## config.mk

```make
export PLATFORM = sky130hd
export DESIGN_NAME = conv_job_ctrl
export DESIGN_NICKNAME = d
export VERILOG_FILES = /design/src/rtl/conv_job_ctrl.sv
export SDC_FILE = /design/constraint.sdc
export NUM_CORES = 1
export LEC_CHECK = 0
export BUFFER_PORTS_ARGS = -buffer_cell sky130_fd_sc_hd__buf_2
export CAP_MARGIN = 5
export CORE_AREA = 2 2 201 203
export DETAILED_ROUTE_END_ITERATION = 16
export DIE_AREA = 0 0 203 205
export GPL_ROUTABILITY_DRIVEN = 0
export GPL_TIMING_DRIVEN = 0
export SLEW_MARGIN = 20
export SYNTH_ARGS = -nofsm -noshare
export SYNTH_HDL_FRONTEND = slang
export SYNTH_SLANG_ARGS = --single-unit
```

## constraint.sdc

```tcl
create_clock -name clk -period 3.3 [get_ports clk]
set_input_delay 0.495 -clock clk [delete_from_list [all_inputs] [get_ports clk]]
set_output_delay 0.495 -clock clk [all_outputs]
set_load 0.02 [all_outputs]
```

## src/rtl/conv_job_ctrl.sv

```systemverilog
// conv_job_ctrl: frame job sequencing, image BRAM ownership and timeout watchdog for the Sobel core
module conv_job_ctrl #(
    parameter int          IMG_WIDTH      = 256,
    parameter int          IMG_HEIGHT     = 256,
    parameter int unsigned TIMEOUT_CYCLES = 1048576
) (
    input  logic        clk,
    input  logic        rst_n,
    input  logic        job_req,
    output logic        job_ack,
    output logic        job_busy,
    output logic        job_done,
    output logic        job_err,
    output logic [31:0] cycle_count,
    input  logic        host_wr_en,
    input  logic [31:0] host_wr_addr,
    input  logic [31:0] host_wr_data,
    output logic        host_wr_grant,
    input  logic        host_rd_en,
    input  logic [31:0] host_rd_addr,
    output logic [31:0] host_rd_data,
    output logic        host_rd_valid,
    output logic        conv_start,
    output logic        conv_rst_n,
    input  logic        conv_done,
    input  logic        conv_bram0_en,
    input  logic [31:0] conv_bram0_addr,
    output logic [31:0] conv_bram0_dout,
    input  logic [3:0]  conv_bram1_we,
    input  logic [31:0] conv_bram1_addr,
    input  logic [31:0] conv_bram1_din,
    output logic        bram0_en,
    output logic [3:0]  bram0_we,
    output logic [31:0] bram0_addr,
    output logic [31:0] bram0_din,
    input  logic [31:0] bram0_dout,
    output logic        bram1_en,
    output logic [3:0]  bram1_we,
    output logic [31:0] bram1_addr,
    output logic [31:0] bram1_din,
    input  logic [31:0] bram1_dout
);
    typedef enum logic [2:0] {IDLE, RUN, REL, ABORT, FIN} state_t;
    state_t state, state_nx;
    logic pending, pending_nx, ab, host_own, timeout, to_abort, accept, restart, pend_set;

    if (IMG_WIDTH < 1 || IMG_HEIGHT < 1 || TIMEOUT_CYCLES < 2) begin : g_bad_params
        $error("conv_job_ctrl: invalid parameters");
    end

    assign host_own = state == IDLE || state == FIN;
    assign timeout  = cycle_count == 32'(TIMEOUT_CYCLES - 1);
    assign to_abort = state == RUN && !conv_done && timeout;
    // a request that lands on the aborting edge is lost along with the discarded pending slot
    assign pend_set = !host_own && job_req && !pending && !to_abort;

    always_comb begin
        state_nx   = state;
        pending_nx = pending;
        accept     = 1'b0;
        restart    = 1'b0;
        case (state)
            IDLE: begin
                accept   = job_req;
                state_nx = job_req ? RUN : IDLE;
            end
            RUN:   state_nx = conv_done ? REL : to_abort ? ABORT : RUN;
            REL:   state_nx = conv_done ? REL : FIN;
            ABORT: state_nx = ab ? FIN : ABORT;
            FIN: begin
                restart  = pending;
                accept   = !pending && job_req;
                state_nx = pending || job_req ? RUN : IDLE;
            end
            default: state_nx = IDLE;
        endcase
        if (pend_set) pending_nx = 1'b1;
        if (to_abort || restart) pending_nx = 1'b0;
    end

    always_ff @(posedge clk) begin
        if (!rst_n) begin
            state         <= IDLE;
            pending       <= 1'b0;
            ab            <= 1'b0;
            job_ack       <= 1'b0;
            job_err       <= 1'b0;
            cycle_count   <= 32'd0;
            host_rd_valid <= 1'b0;
        end else begin
            state         <= state_nx;
            pending       <= pending_nx;
            ab            <= state == ABORT && !ab;
            job_ack       <= accept || pend_set;
            job_err       <= (accept || restart) ? 1'b0 : to_abort ? 1'b1 : job_err;
            cycle_count   <= (accept || restart) ? 32'd0 :
                             (state == RUN && cycle_count != '1) ? cycle_count + 32'd1 : cycle_count;
            host_rd_valid <= host_own && host_rd_en;
        end
    end

    assign job_busy        = state != IDLE;
    assign job_done        = state == FIN;
    assign conv_start      = state == RUN;
    assign conv_rst_n      = rst_n && state != ABORT;
    assign host_wr_grant   = host_own;
    assign host_rd_data    = bram1_dout;
    assign conv_bram0_dout = host_own ? 32'd0 : bram0_dout;
    assign bram0_en        = host_own ? host_wr_en : conv_bram0_en;
    assign bram0_we        = host_own && host_wr_en ? 4'hF : 4'h0;
    assign bram0_addr      = host_own ? host_wr_addr : conv_bram0_addr;
    assign bram0_din       = host_own ? host_wr_data : 32'd0;
    assign bram1_en        = host_own ? host_rd_en : |conv_bram1_we;
    assign bram1_we        = host_own ? 4'h0 : conv_bram1_we;
    assign bram1_addr      = host_own ? host_rd_addr : conv_bram1_addr;
    assign bram1_din       = host_own ? 32'd0 : conv_bram1_din;
endmodule
```

### After elaboration in Yosys (flattened, before gate mapping)

Cells that the tools add are included.
W data, S select, Z words.

* add/sub/neg operators: 1
* equality and inequality tests: 7
* muxes and demuxes: 18
* bitwise gates (word level): 1
* reduce and logical (&&, ||, !) cells: 26

Operators by type and width (count)
* $mux W32: 5
* $add A32 B1 Y32 const B: 1
* $eq A32 B20 Y1 const B: 1
* $ne A32 B32 Y1 const B: 1
* $pmux W3 S5: 1
* $logic_and A1 B1 Y1: 11
* $mux W4: 2
* $eq A3 B2 Y1 const B: 2
* $mux W3: 2
* $logic_not A1 Y1: 5
* $logic_or A1 B1 Y1: 5
* $mux W1: 5
* $mux W2: 2
* $reduce_or A2 Y1: 2
* $reduce_or A4 Y1: 1
* $eq A3 B1 Y1 const B: 1
* $eq A3 B3 Y1 const B: 1
* $logic_not A3 Y1: 1
* $ne A3 B2 Y1 const B: 1
* $reduce_bool A3 Y1: 1
* $pmux W1 S2: 1
* $not A1 Y1: 1

* register bits after elaboration: 40
* input port bits: 267
* output and inout port bits: 242
* logic and storage cells: 60

### Logic depth before layout (Yosys ltp)

* depth after elaboration: 7
* depth in mapped cells: 8
* gate-level depth less buffers: 6

### Least setup slack after synthesis

No wires, ideal clock.

* path kind: reg2out
* start point: register state[1]
* end point: output bram1_addr[22]
* data arrival time: 1.759 ns
* required time: 2.805 ns
* path slack: 1.046 ns
* cell stages (with the launch flop): 8
* buffers on the path: 3
* cells stage by stage: dfxtp_1 > or2_2 > clkbuf_1 > inv_1 > clkbuf_1 > buf_1 > nand2_1 > nand2_1

* word-level cells in the longest chain between the ends: 3
* elaborated cells between the ends (all ways): 4
* those cells by class: eq/ne: 1; mux: 1; reduce/logical: 2

RTL lines
* start, declared: RTL line 44 `state_t state, state_nx;`
* start signal, assigned: RTL line 91 `state <= state_nx;`
* $eq A3 B3 Y1 or $logic_not A3 Y1 (tied branches): RTL line 51 `assign host_own = state == IDLE || state == FIN;`
* $logic_or A1 B1 Y1 (*): RTL line 51
* named net host_wr_grant: RTL line 18 `output logic host_wr_grant,`
* $mux W32 (*): RTL line 115 `assign bram1_addr = host_own ? host_rd_addr : conv_bram1_addr;`
* end, declared: RTL line 39 `output logic [31:0] bram1_addr,`

Mark *: on every way through the listed nets, which the timed path passes. The rest lies on a longest branch.

### Worst setup path in the final report

* start point: register state[1]
* end point: output bram1_addr[26]

* word-level cells in the longest chain between the ends: 3
* elaborated cells between the ends (all ways): 4
* those cells by class: eq/ne: 1; mux: 1; reduce/logical: 2

RTL lines (RTL line)
* $eq A3 B3 Y1 or $logic_not A3 Y1 (tied branches): 51
* $logic_or A1 B1 Y1 (*): 51
* $mux W32 (*): 115

Mark *: on every way between the ends. The rest lies on a longest branch, timed or not.

==> impl_metrics.toml <==
[final_layout]
layout-area-overhead-vs-synth_pct = 85.1
most_common_cell_after_layout_fill_and_taps_aside = "sky130_fd_sc_hd__buf_2"
finish.instance_area_um2 = 7010
final_core_utilization = 0.178
finish.net_count = 1363
top_library_cells_by_usage_in_the_layout_fill_and_taps_aside = "sky130_fd_sc_hd__buf_2 (480), sky130_fd_sc_hd__nand2_1 (220), sky130_fd_sc_hd__and2_1 (104)"
layout-drive-gt1-share = 0.488

[synthesis]
synth_cell_type_count = 43
synth_flop_cell = "sky130_fd_sc_hd__dfxtp_1"
synth_largest_type_area_fraction = 0.218
synth_enable_flop_cells = 0
synth.largest_area_cell = "sky130_fd_sc_hd__nand2_1"
synth_nets = 881
postSynthCellCount = 613
seq_area_frac_synth = 0.211
synthArstFlopShare = 0
yosys-top-cells-area = "sky130_fd_sc_hd__nand2_1 (22%), sky130_fd_sc_hd__dfxtp_1 (21%), sky130_fd_sc_hd__and2_1 (17%)"
synth_area_per_cell_um2 = 6.18
synthesis.area_um2 = 3790
ys_warn_count = 0
synth_seq_cells = 40

[floorplanning]
top_level_ports = 509
initial_standard_cell_utilization_of_the_core = 0.0962
dieArea_um2 = 41600
std_cell_rows = 73
die_width_um = 203
die_h_um = 205
core_area_um2 = 39400

[hold_path]
whs_path_depth = 3
min-delay-path-class = "in -> reg"

[clock_network]
worstSkewPairLatency_ns = 0.29
postCtsHoldBufs = 0
clkSlewWorstSetupHoldPaths_ns = 0.06
htree_levels = 2
cts_sinks = 40
post_cts.repair.setup_buffers = 0
clock_path_buffers = 2
cts_tree = "built"
numCtsBuffers = 5
cts.root.buffer_cell = "sky130_fd_sc_hd__clkbuf_16"
postCtsResizedCells = 2

[detailed_routing]
via_count = 6195
drt_drc_violations_left = 0
drt_iter0_drc = 407
detail_route.wl_per_cell_um = 18.3
vias_per_cell = 3.81
post_route_ant_nets = 0
routed_wl_mm = 29.7
drt-pass1-iter-count = 5

[sta]
unrepaired_setup_endpoints_after_global_routing = "false"
finalWorstSetupSlack_ns = 0.281
relSlewSlack = 0.609
worst-slew-pin-transition_ns = 0.587
timing.final.hold_violations = 0
setup_viol_count_final = 0
achievable-frequency_ghz = 0.331
finalMaxSlewViolations = 0
timing.final.crit_period_ns = 3.02
fin_worst_hold_slack_ns = 0.445
fin_crit_sh = 0.915
clock_skew_ns = 0.00792

[power]
design_power_total_mw = 2.25
cellPowerDensity_nw_per_um2 = 321
p_leak_nw = 3.83
irDropWorstVdd_mv = 0.196

[critical_path]
worst_ep_required_time_ns = 2.80
cpLargestDelayFamily = "buffers and inverters"
criticalPathCategory = "reg -> out"
cp_depth = 7
critical_path.endpoint_type = "primary output"
crit_path_max_incr_delay_ns = 0.50
crit_path_cell_trace = "or2_2, clkbuf_1, clkinvlp_4, buf_1, nand2_1, nand2_1, buf_2"
worst_setup_path_start_kind = "register"
cp_slowest_cell = "sky130_fd_sc_hd__buf_1"
worst-path-max-fanout = 12
buffer_and_inverter_count_on_the_worst_path = 4
cp.arrival_ns = 2.52
worst-r2r-cell-count = 8
cell_repeated_most_along_the_worst_path = "sky130_fd_sc_hd__nand2_1"

[place]
place.port_buffers = 476
dpl_worst_slack_ns = -0.119
area_after_detailed_placement_um2 = 6830
hpwl_mm = 26.2

[global_routing]
grt_remaining_overflow = 0
grt_use_total = 0.132
first_global_vias = 5543
grt_max_degree = 14
grt_antenna_before_repair = 10
grt_pass1_wl_mm = 39.6

[job]
drv.max_cap_violation_count = 0

[status]
status = "complete, no violations"
synthesized netlist by cell type, types with 2 or more instances:
cell type	instances
sky130_fd_sc_hd__nor4_1	5
sky130_fd_sc_hd__o21a_1	2
sky130_fd_sc_hd__a21oi_1	31
sky130_fd_sc_hd__buf_1	2
sky130_fd_sc_hd__o21ai_0	22
sky130_fd_sc_hd__nand4_1	15
sky130_fd_sc_hd__or4_1	13
sky130_fd_sc_hd__nand3_1	8
sky130_fd_sc_hd__buf_6	2
sky130_fd_sc_hd__nor3_1	4
sky130_fd_sc_hd__and3_1	8
sky130_fd_sc_hd__buf_4	35
sky130_fd_sc_hd__dfxtp_1	40
sky130_fd_sc_hd__and2_1	104
sky130_fd_sc_hd__and4_1	2
sky130_fd_sc_hd__clkbuf_1	32
sky130_fd_sc_hd__buf_2	4
sky130_fd_sc_hd__inv_1	4
sky130_fd_sc_hd__or3_1	17
sky130_fd_sc_hd__nand2_1	220
sky130_fd_sc_hd__or2_2	2
sky130_fd_sc_hd__nor2_1	9
sky130_fd_sc_hd__o31ai_1	12
worst register-to-register path, cell delays in order, from the launching register on:
cell,delay [ns]
sky130_fd_sc_hd__dfxtp_1,0.45
sky130_fd_sc_hd__ha_1,0.24
sky130_fd_sc_hd__nand4_1,0.16
sky130_fd_sc_hd__or2_2,0.39
sky130_fd_sc_hd__nor4_2,0.42
sky130_fd_sc_hd__buf_2,0.30
sky130_fd_sc_hd__buf_2,0.29
sky130_fd_sc_hd__o21ai_0,0.14
sky130_fd_sc_hd__a21oi_1,0.13
flip-flops by register name (all words and copies together) (netlist names):
register and count:
host_rd_valid 1, ab 1, cycle_count 32, pending 1
job_ack 1, job_err 1, state 3
worst paths after layout:
path | end | slack (ns) | startpoint
worst max register to register | cycle_count[19]$_SDFFE_PP0P_ | 0.71 | cycle_count[0]$_SDFFE_PP0P_
worst max-delay path | bram1_addr[26] | 0.28 | state[1]$_SDFF_PN0_
worst min-delay path | job_ack$_SDFF_PN0_ | 0.44 | job_req
worst min register to register | ab$_SDFF_PN0_ | 0.46 | ab$_SDFF_PN0_
report_power, final:
part | internal (mW) | total, mW | switching (mW)
clock | 0.356 | 0.571 | 0.215
sequential | 0.488 | 0.494 | 0.00553
combinational | 0.406 | 1.19 | 0.781
layer usage:
metal | global-route usage | routed length [µm] | share of wire
met1 | 0.157 | 11400 | 0.38
met2 | 0.222 | 14700 | 0.50
met4 | 0.0448 | 742 | 0.025
met3 | 0.0428 | 2820 | 0.095
met5 | 0 | 0 | 0
kinds of logic after synthesis:
logic type | share of synthesized area
AO/OA/AOI/OAI | 0.120
AND/OR/NAND/NOR | 0.544
adder cells (fa/ha/maj) | 0.00330
buffers and inverters | 0.119
flip-flops | 0.211
multiplexers | 0.00264
final cells by class:
class / instances / area (µm²)
buffer: 74 / 433
inverter: 5 / 22.5
tap: 525 / 657
antenna: 5 / 12.5
clock buffer: 5 / 125
sequential: 40 / 801
timing repair buffer: 476 / 2380
clock inverter: 3 / 42.5
fill: 4543 / 32400
multi-input combinational: 493 / 2540
per-stage QoR:
| stage | cells | setup TNS [ns] |
|---|---|---|
| finish | 1626 | 0 |
| detailed placement | 1614 | -0.706 |
| CTS | 1621 | 0 |
| global route | 1626 | 0 |
| global placement | 1614 | -0.494 |
| floorplan | 613 | 0 |
Note: power is estimated with default switching activity, not from simulation.
